`config.mk`:
```
export PLATFORM = sky130hd
export DESIGN_NAME = seg_scan_driver
export DESIGN_NICKNAME = d
export VERILOG_FILES = /design/src/rtl/seg_scan_driver.sv
export SDC_FILE = /design/constraint.sdc
export NUM_CORES = 1
export LEC_CHECK = 0
export BUFFER_PORTS_ARGS = -buffer_cell sky130_fd_sc_hd__clkbuf_2
export CAP_MARGIN = 25
export CORE_ASPECT_RATIO = 1.2
export CORE_MARGIN = 8
export CORE_UTILIZATION = 50
export DETAILED_ROUTE_END_ITERATION = 7
export PLACE_DENSITY_LB_ADDON = 0.12
export RECOVER_POWER = 100
export SLEW_MARGIN = 20
export SYNTH_ARGS = -nofsm -noshare
export SYNTH_HDL_FRONTEND = slang
export SYNTH_SLANG_ARGS = --single-unit
```
`constraint.sdc`:
```
create_clock -name clk -period 2.25 [get_ports clk]
set_clock_uncertainty 0.05 [all_clocks]
set_input_delay 0.1125 -clock clk [delete_from_list [all_inputs] [get_ports clk]]
set_output_delay 0.1125 -clock clk [all_outputs]
set_load 0.02 [all_outputs]
```
`src/rtl/seg_scan_driver.sv`:
```
// seg_scan_driver
// Time-multiplexed driver for a 4-digit, common-anode seven-segment display.
// The segment patterns and decimal points are captured once per frame, so
// a frame always shows one consistent value. Each digit slot starts with a
// short dark interval to prevent ghosting. Flagged digits can blink at a
// rate set in whole frames. Outputs are active-low and registered.

module seg_scan_driver #(
    parameter int SCAN_DIV     = 100000,
    parameter int BLANK_CYC    = 1000,
    parameter int BLINK_FRAMES = 125
) (
    input  logic        clk,
    input  logic        reset,
    input  logic [27:0] seg_array,
    input  logic [3:0]  dp,
    input  logic [3:0]  sel,
    input  logic        blink_en,
    input  logic        enable,
    output logic [7:0]  seg,
    output logic [3:0]  anode,
    output logic        frame_done
);

    localparam int CNT_W = (SCAN_DIV > 1) ? $clog2(SCAN_DIV) : 1;
    localparam int FR_W  = (BLINK_FRAMES > 1) ? $clog2(BLINK_FRAMES) : 1;

    localparam logic [CNT_W-1:0] SCAN_LAST  = CNT_W'(SCAN_DIV - 1);
    localparam logic [CNT_W-1:0] BLANK_LIM  = CNT_W'(BLANK_CYC);
    localparam logic [CNT_W-1:0] CNT_ZERO   = CNT_W'(0);
    localparam logic [CNT_W-1:0] CNT_ONE    = CNT_W'(1);
    localparam logic [FR_W-1:0]  FRAME_LAST = FR_W'(BLINK_FRAMES - 1);
    localparam logic [FR_W-1:0]  FR_ZERO    = FR_W'(0);
    localparam logic [FR_W-1:0]  FR_ONE     = FR_W'(1);

    logic [CNT_W-1:0] scan_cnt_r;
    logic [1:0]       digit_r;
    logic [FR_W-1:0]  frame_cnt_r;
    logic             blink_phase_r;
    logic [27:0]      pattern_snap_r;
    logic [3:0]       dp_snap_r;
    logic             frame_done_r;
    logic [7:0]       seg_r;
    logic [3:0]       anode_r;

    logic             scan_wrap_s;
    logic             frame_end_s;
    logic             in_blank_s;
    logic [6:0]       pat_s;
    logic             dp_bit_s;
    logic [3:0]       anode_on_s;
    logic             blink_sel_s;
    logic [7:0]       seg_nxt_s;
    logic [3:0]       anode_nxt_s;

    assign scan_wrap_s = (scan_cnt_r == SCAN_LAST);
    assign frame_end_s = scan_wrap_s && (digit_r == 2'd3);
    assign in_blank_s  = (scan_cnt_r < BLANK_LIM);

    // Slot timing: scan counter wraps each slot and advances the digit index
    always_ff @(posedge clk) begin
        if (reset) begin
            scan_cnt_r <= CNT_ZERO;
            digit_r    <= 2'd0;
        end else if (scan_wrap_s) begin
            scan_cnt_r <= CNT_ZERO;
            digit_r    <= digit_r + 2'd1;
        end else begin
            scan_cnt_r <= scan_cnt_r + CNT_ONE;
            digit_r    <= digit_r;
        end
    end

    // Capture the display contents at frame end so each frame is consistent
    always_ff @(posedge clk) begin
        if (reset) begin
            pattern_snap_r <= 28'd0;
            dp_snap_r      <= 4'd0;
        end else if (frame_end_s) begin
            pattern_snap_r <= seg_array;
            dp_snap_r      <= dp;
        end else begin
            pattern_snap_r <= pattern_snap_r;
            dp_snap_r      <= dp_snap_r;
        end
    end

    // Count frames and toggle the blink phase every BLINK_FRAMES frames
    always_ff @(posedge clk) begin
        if (reset) begin
            frame_cnt_r   <= FR_ZERO;
            blink_phase_r <= 1'b0;
        end else if (frame_end_s) begin
            if (frame_cnt_r == FRAME_LAST) begin
                frame_cnt_r   <= FR_ZERO;
                blink_phase_r <= ~blink_phase_r;
            end else begin
                frame_cnt_r   <= frame_cnt_r + FR_ONE;
                blink_phase_r <= blink_phase_r;
            end
        end else begin
            frame_cnt_r   <= frame_cnt_r;
            blink_phase_r <= blink_phase_r;
        end
    end

    // One-cycle frame_done pulse in the cycle after frame end
    always_ff @(posedge clk) begin
        if (reset) begin
            frame_done_r <= 1'b0;
        end else begin
            frame_done_r <= frame_end_s;
        end
    end

    // Select the snapshot pattern, dp bit, anode and blink flag of the current digit
    always_comb begin
        pat_s       = 7'd0;
        dp_bit_s    = 1'b0;
        anode_on_s  = 4'b1111;
        blink_sel_s = 1'b0;
        case (digit_r)
            2'd0: begin
                pat_s       = pattern_snap_r[27:21];
                dp_bit_s    = dp_snap_r[3];
                anode_on_s  = 4'b0111;
                blink_sel_s = sel[3];
            end
            2'd1: begin
                pat_s       = pattern_snap_r[20:14];
                dp_bit_s    = dp_snap_r[2];
                anode_on_s  = 4'b1011;
                blink_sel_s = sel[2];
            end
            2'd2: begin
                pat_s       = pattern_snap_r[13:7];
                dp_bit_s    = dp_snap_r[1];
                anode_on_s  = 4'b1101;
                blink_sel_s = sel[1];
            end
            2'd3: begin
                pat_s       = pattern_snap_r[6:0];
                dp_bit_s    = dp_snap_r[0];
                anode_on_s  = 4'b1110;
                blink_sel_s = sel[0];
            end
            default: begin
                pat_s       = 7'd0;
                dp_bit_s    = 1'b0;
                anode_on_s  = 4'b1111;
                blink_sel_s = 1'b0;
            end
        endcase
    end

    // Next output values: dark when disabled or in the anti-ghost window,
    // blanked segments with anode still driven during the blink-off phase
    always_comb begin
        anode_nxt_s = 4'b1111;
        seg_nxt_s   = 8'hFF;
        if (!enable || in_blank_s) begin
            anode_nxt_s = 4'b1111;
            seg_nxt_s   = 8'hFF;
        end else begin
            anode_nxt_s = anode_on_s;
            if (blink_en && blink_sel_s && blink_phase_r) begin
                seg_nxt_s = 8'hFF;
            end else begin
                seg_nxt_s = ~{dp_bit_s, pat_s};
            end
        end
    end

    // Registered display outputs
    always_ff @(posedge clk) begin
        if (reset) begin
            anode_r <= 4'b1111;
            seg_r   <= 8'hFF;
        end else begin
            anode_r <= anode_nxt_s;
            seg_r   <= seg_nxt_s;
        end
    end

    assign seg        = seg_r;
    assign anode      = anode_r;
    assign frame_done = frame_done_r;

endmodule

```
Word level (Yosys, flattened, before mapping)
Index checks and enable logic that the tools add are counted.
Cells by class
  add/subtract/negate cells: 3
  $lt $le $gt $ge: 1
  equal/unequal tests: 5
  muxes and demuxes: 5
  bitwise gates (word level): 2
  reductions and logical operators: 10
Operator list (count)
  $pmux W7 S4: 1
  $add A17 B1 Y17 const B: 1
  $eq A17 B17 Y1 const B: 1
  $lt A17 B10 Y1 const B: 1
  $pmux W4 S4: 1
  $not A8 Y8: 1
  $pmux W1 S4: 2
  $add A7 B1 Y7 const B: 1
  $eq A7 B7 Y1 const B: 1
  $mux W7: 1
  $eq A2 B2 Y1 const B: 2
  $reduce_or A2 Y1: 2
  $logic_and A1 B1 Y1: 3
  $reduce_or A3 Y1: 1
  $add A2 B1 Y2 const B: 1
  $eq A2 B1 Y1 const B: 1
  $logic_not A2 Y1: 1
  $reduce_and A2 Y1: 1
  $logic_not A1 Y1: 1
  $logic_or A1 B1 Y1: 1
  $not A1 Y1: 1
Storage, ports and cells
  flip-flop bits (word level): 72
  input bits: 40
  output and inout bits: 13
  word-level logic and storage cells: 35

Longest topological paths before layout
  depth in word-level cells: 5
  gate-level depth with buffers: 7
  gate-level depth less buffers: 6

Least setup slack after synthesis
Ideal clock, no wire load.
  path kind: reg-to-reg
  from: register scan_cnt_r[14]
  to: register frame_cnt_r[5]
  setup time: 91 ps
  data arrival time: 2018 ps
  data required time: 2109 ps
  slack: 91 ps
  stages on the path, launching flop included: 6
  path buffers: 1
  period minus slack after synthesis: 2159 ps
  path through: dfxtp_1 -> or4_4 -> or4_4 -> buf_6 -> o31a_1 -> a311oi_1
Between the ends
  longest elaborated chain between the ends: 2
Ends and longest elaborated chain
  start, declared: line 36  | logic [CNT_W-1:0] scan_cnt_r;
  start signal, assigned: line 69  | scan_cnt_r <= scan_cnt_r + CNT_ONE;
  $eq A17 B17 Y1: line 56  | assign scan_wrap_s = (scan_cnt_r == SCAN_LAST);
  $logic_and A1 B1 Y1: line 57  | assign frame_end_s = scan_wrap_s && (digit_r == 2'd3);
  end signal, assigned: line 98  | frame_cnt_r <= frame_cnt_r + FR_ONE;
  end signal, assigned: line 102  | frame_cnt_r <= frame_cnt_r;
  end, declared: line 38  | logic [FR_W-1:0] frame_cnt_r;
Every way passes these cells.
A chain may end at the register's enable or synchronous reset.

Worst setup path after layout
  from: register scan_cnt_r[14]
  to: register pattern_snap_r[9]
Between the ends
  longest elaborated chain between the ends: 2
Ends and longest elaborated chain
  $eq A17 B17 Y1: line 56
  $logic_and A1 B1 Y1: line 57
  end signal, assigned: line 80  | pattern_snap_r <= seg_array;
  end signal, assigned: line 83  | pattern_snap_r <= pattern_snap_r;
  end, declared: line 40  | logic [27:0] pattern_snap_r;
Every way passes these cells.

==> results.toml <==
[setup_path]
cp_max_fo = 25
criticalPathCategory = "reg -> reg"
crit_path_end_kind = "flip-flop"
cp.required_ns = 2.42
r2r-start = "scan_cnt_r[14]$_SDFF_PP0_"
cp-start-kind = "flip-flop"
startpoint = "scan_cnt_r[14]$_SDFF_PP0_"
arrival_ns = 2.32

[layout]
final_cell_mix = "dfxtp_1, o21ai_0, nand3_1"
final_util = 0.6791
antenna_cells = 0
nets = 503
n_fill_cell = 543
drive_above_1_share = 0.1800
layout_commonest_cell = "dfxtp_1"
final-instance-count-excl-fill = 543
syn_to_final_growth_pct = 31.89

[sta]
drv_slew = 0
hold_viol_final = 0
setup_violations = 0
maxSlewHeadroom = 0.6755
min_period_ns = 2.149
fmax_mhz = 465.4
fin_crit_sh = 0.9550
holdWs_ns = 0.08807
rsz0062_at_grt = "false"
fin_tns_setup_ns = 0
tightest_slew_ns = 0.4823

[logic_synthesis]
netlist_area_um2 = 3115
syn_nets = 417
yosysWarnings = 0
syn_avg_cell_area_um2 = 8.420
synth_cell_types = 42
async_reset_ff_frac = 0
synth-seq-area-share = 0.4627
synth.largest_area_cell = "dfxtp_1"
synthCells = 370
ys.flop_type = "dfxtp_1"
netlist.area_leader.share = 0.4627
synth.area.top_cells = "dfxtp_1, o21ai_0, nand3_1, a21oi_1, nand2_1"
synth-seq-cells = 72
synth-edff-count = 0

[route]
vias_per_cell = 5.573
first_iter_violations = 303
ant_nets = 0
drc = 0
firstDrtPassIters = 5
wl_per_cell_um = 15.71
vias = 3026
postRouteWirelength_mm = 8.532

[cts]
cts_tree = "yes"
clock_path_buffers = 2
insertion_delay_ns = 0.35
clock-sinks = 72
clk_pin_slew_ns = 0.07
cts_root_buf = "clkbuf_8"
numCtsBuffers = 9
ctsHtreeMaxLevel = 3

[power]
power.density_nw_per_um2 = 644.1
ir_worst_vdd_v = 0.0003518
power_leakage_nw = 1.447

[placement]
hpwlAfterDp_mm = 5.505
gp_congestion = 0.8477
dp_cells = 495
port-buffer-count = 52

[grt]
grt_usage = 0.1983
grt_pass1_vias = 2938
grt.busiest_layer = "met2"
grt_overflow = 0
met1_usage = 0.2362
grt_pass1_wl_mm = 13.88
use_met2 = 0.3254
antenna_found_initial = 0
grt_max_degree = 48
gr-usage-met3 = 0.05390

[flow_run]
maxCapViolations = 0

[die]
fp.coreArea_um2 = 6051
fp-row-count = 31
chipWidth_um = 88.06
start_util = 0.5149
die_area_um2 = 9024
io_pins = 53
die_y_um = 102.5

[hold_path]
hold_start = "reset"
worst_hold_path_type = "in -> reg"

[outcome]
status = "finished, final reports clean"
## critical path, cell delays in order, from the launching register on
cell and delay, ns:
dfxtp_1 0.32, or4_4 0.56, or4_4 0.60, buf_6 0.20, o21ai_0 0.20, a21oi_1 0.09
## cells in the mapped netlist (3+ instances only)
library cell and instances:
a222oi_1 9, dfxtp_1 72, ha_1 7, inv_1 9, nand3_1 42, nand4_1 9, nor2_1 19, and4_1 3
clkbuf_1 25, o21ai_0 43, nor3_1 3, a311oi_1 3, xnor2_1 6, xor2_1 7, buf_2 4, nand4b_1 3
nand2_1 31, nor4_1 5, a21oi_1 39
## sequential cells by signal (all words and copies together), names as in the netlist
signal	cells
pattern_snap_r	28
scan_cnt_r	17
seg	8
frame_cnt_r	7
anode	4
dp_snap_r	4
digit_r	2
blink_phase_r	1
frame_done	1
## where the power goes
part           leakage (nW)  total (W)  internal [W]  switching (W)
clock network         0.124    0.00125      0.000767       0.000478
logic                 0.743   0.000120     0.0000723      0.0000472
registers             0.581    0.00128       0.00128     0.00000325
## through the flow
| step | instance area, um^2 | setup WS [ns] | total power [W] |
|---|---|---|---|
| detailed placement | 3550 | 0.09241 | 0.001386 |
| global route | 4109 | 0.01574 | 0.002748 |
| finish | 4109 | 0.1012 | 0.002646 |
| CTS | 4115 | 0.08134 | 0.002674 |
| floorplan | 3115 | 0.09082 | 0.001338 |
| global placement | 3550 | 0.1456 | 0.001386 |
## area by class of cell
cell class / instances / area [um^2] / share of cell area
clock inverter: 5 / 103.9 / 0.02527
sequential: 72 / 1441 / 0.3508
inverter: 9 / 33.78 / 0.008222
multi-input combinational: 257 / 1525 / 0.3712
timing repair buffer: 107 / 760.7 / 0.1851
tap: 82 / 102.6 / 0.02497
clock buffer: 11 / 141.4 / 0.03441
## cell families (layout without fill, tap and decap cells)
logic type               count (synthesis)  in the layout  share of synthesized area
AND/OR/NAND/NOR                        129            129                     0.2133
AO/OA/AOI/OAI                          108            108                     0.2060
flip-flops                              72             72                     0.4626
buffers and inverters                   41            132                    0.05341
XOR/XNOR                                13             13                    0.03655
adder cells (fa/ha/maj)                  7              7                    0.02811
## metal layers
layer / routed length [um] / part of all wire
met1: 3796 / 0.44
met4: 180 / 0.021
met3: 481 / 0.056
met5: 0 / 0
met2: 4074 / 0.48
## path summary, 6_finish.rpt
kind / end / depth (start not counted) / slack (ns)
max: pattern_snap_r[9]$_SDFFE_PP0P_ / 5 / 0.10
min reg2reg: scan_cnt_r[0]$_SDFF_PP0_ / 1 / 0.41
min: digit_r[1]$_SDFFE_PP0N_ / 2 / 0.09
max reg2reg: pattern_snap_r[9]$_SDFFE_PP0P_ / 5 / 0.10
## repair_timing
action	CTS	global route
endpoints found under the hold margin	32	0
buffers inserted	0	0
hold buffers	32	0
gates resized for setup	0	5
endpoints found under the setup margin	0	4
Power figures use the tool's default switching activity.
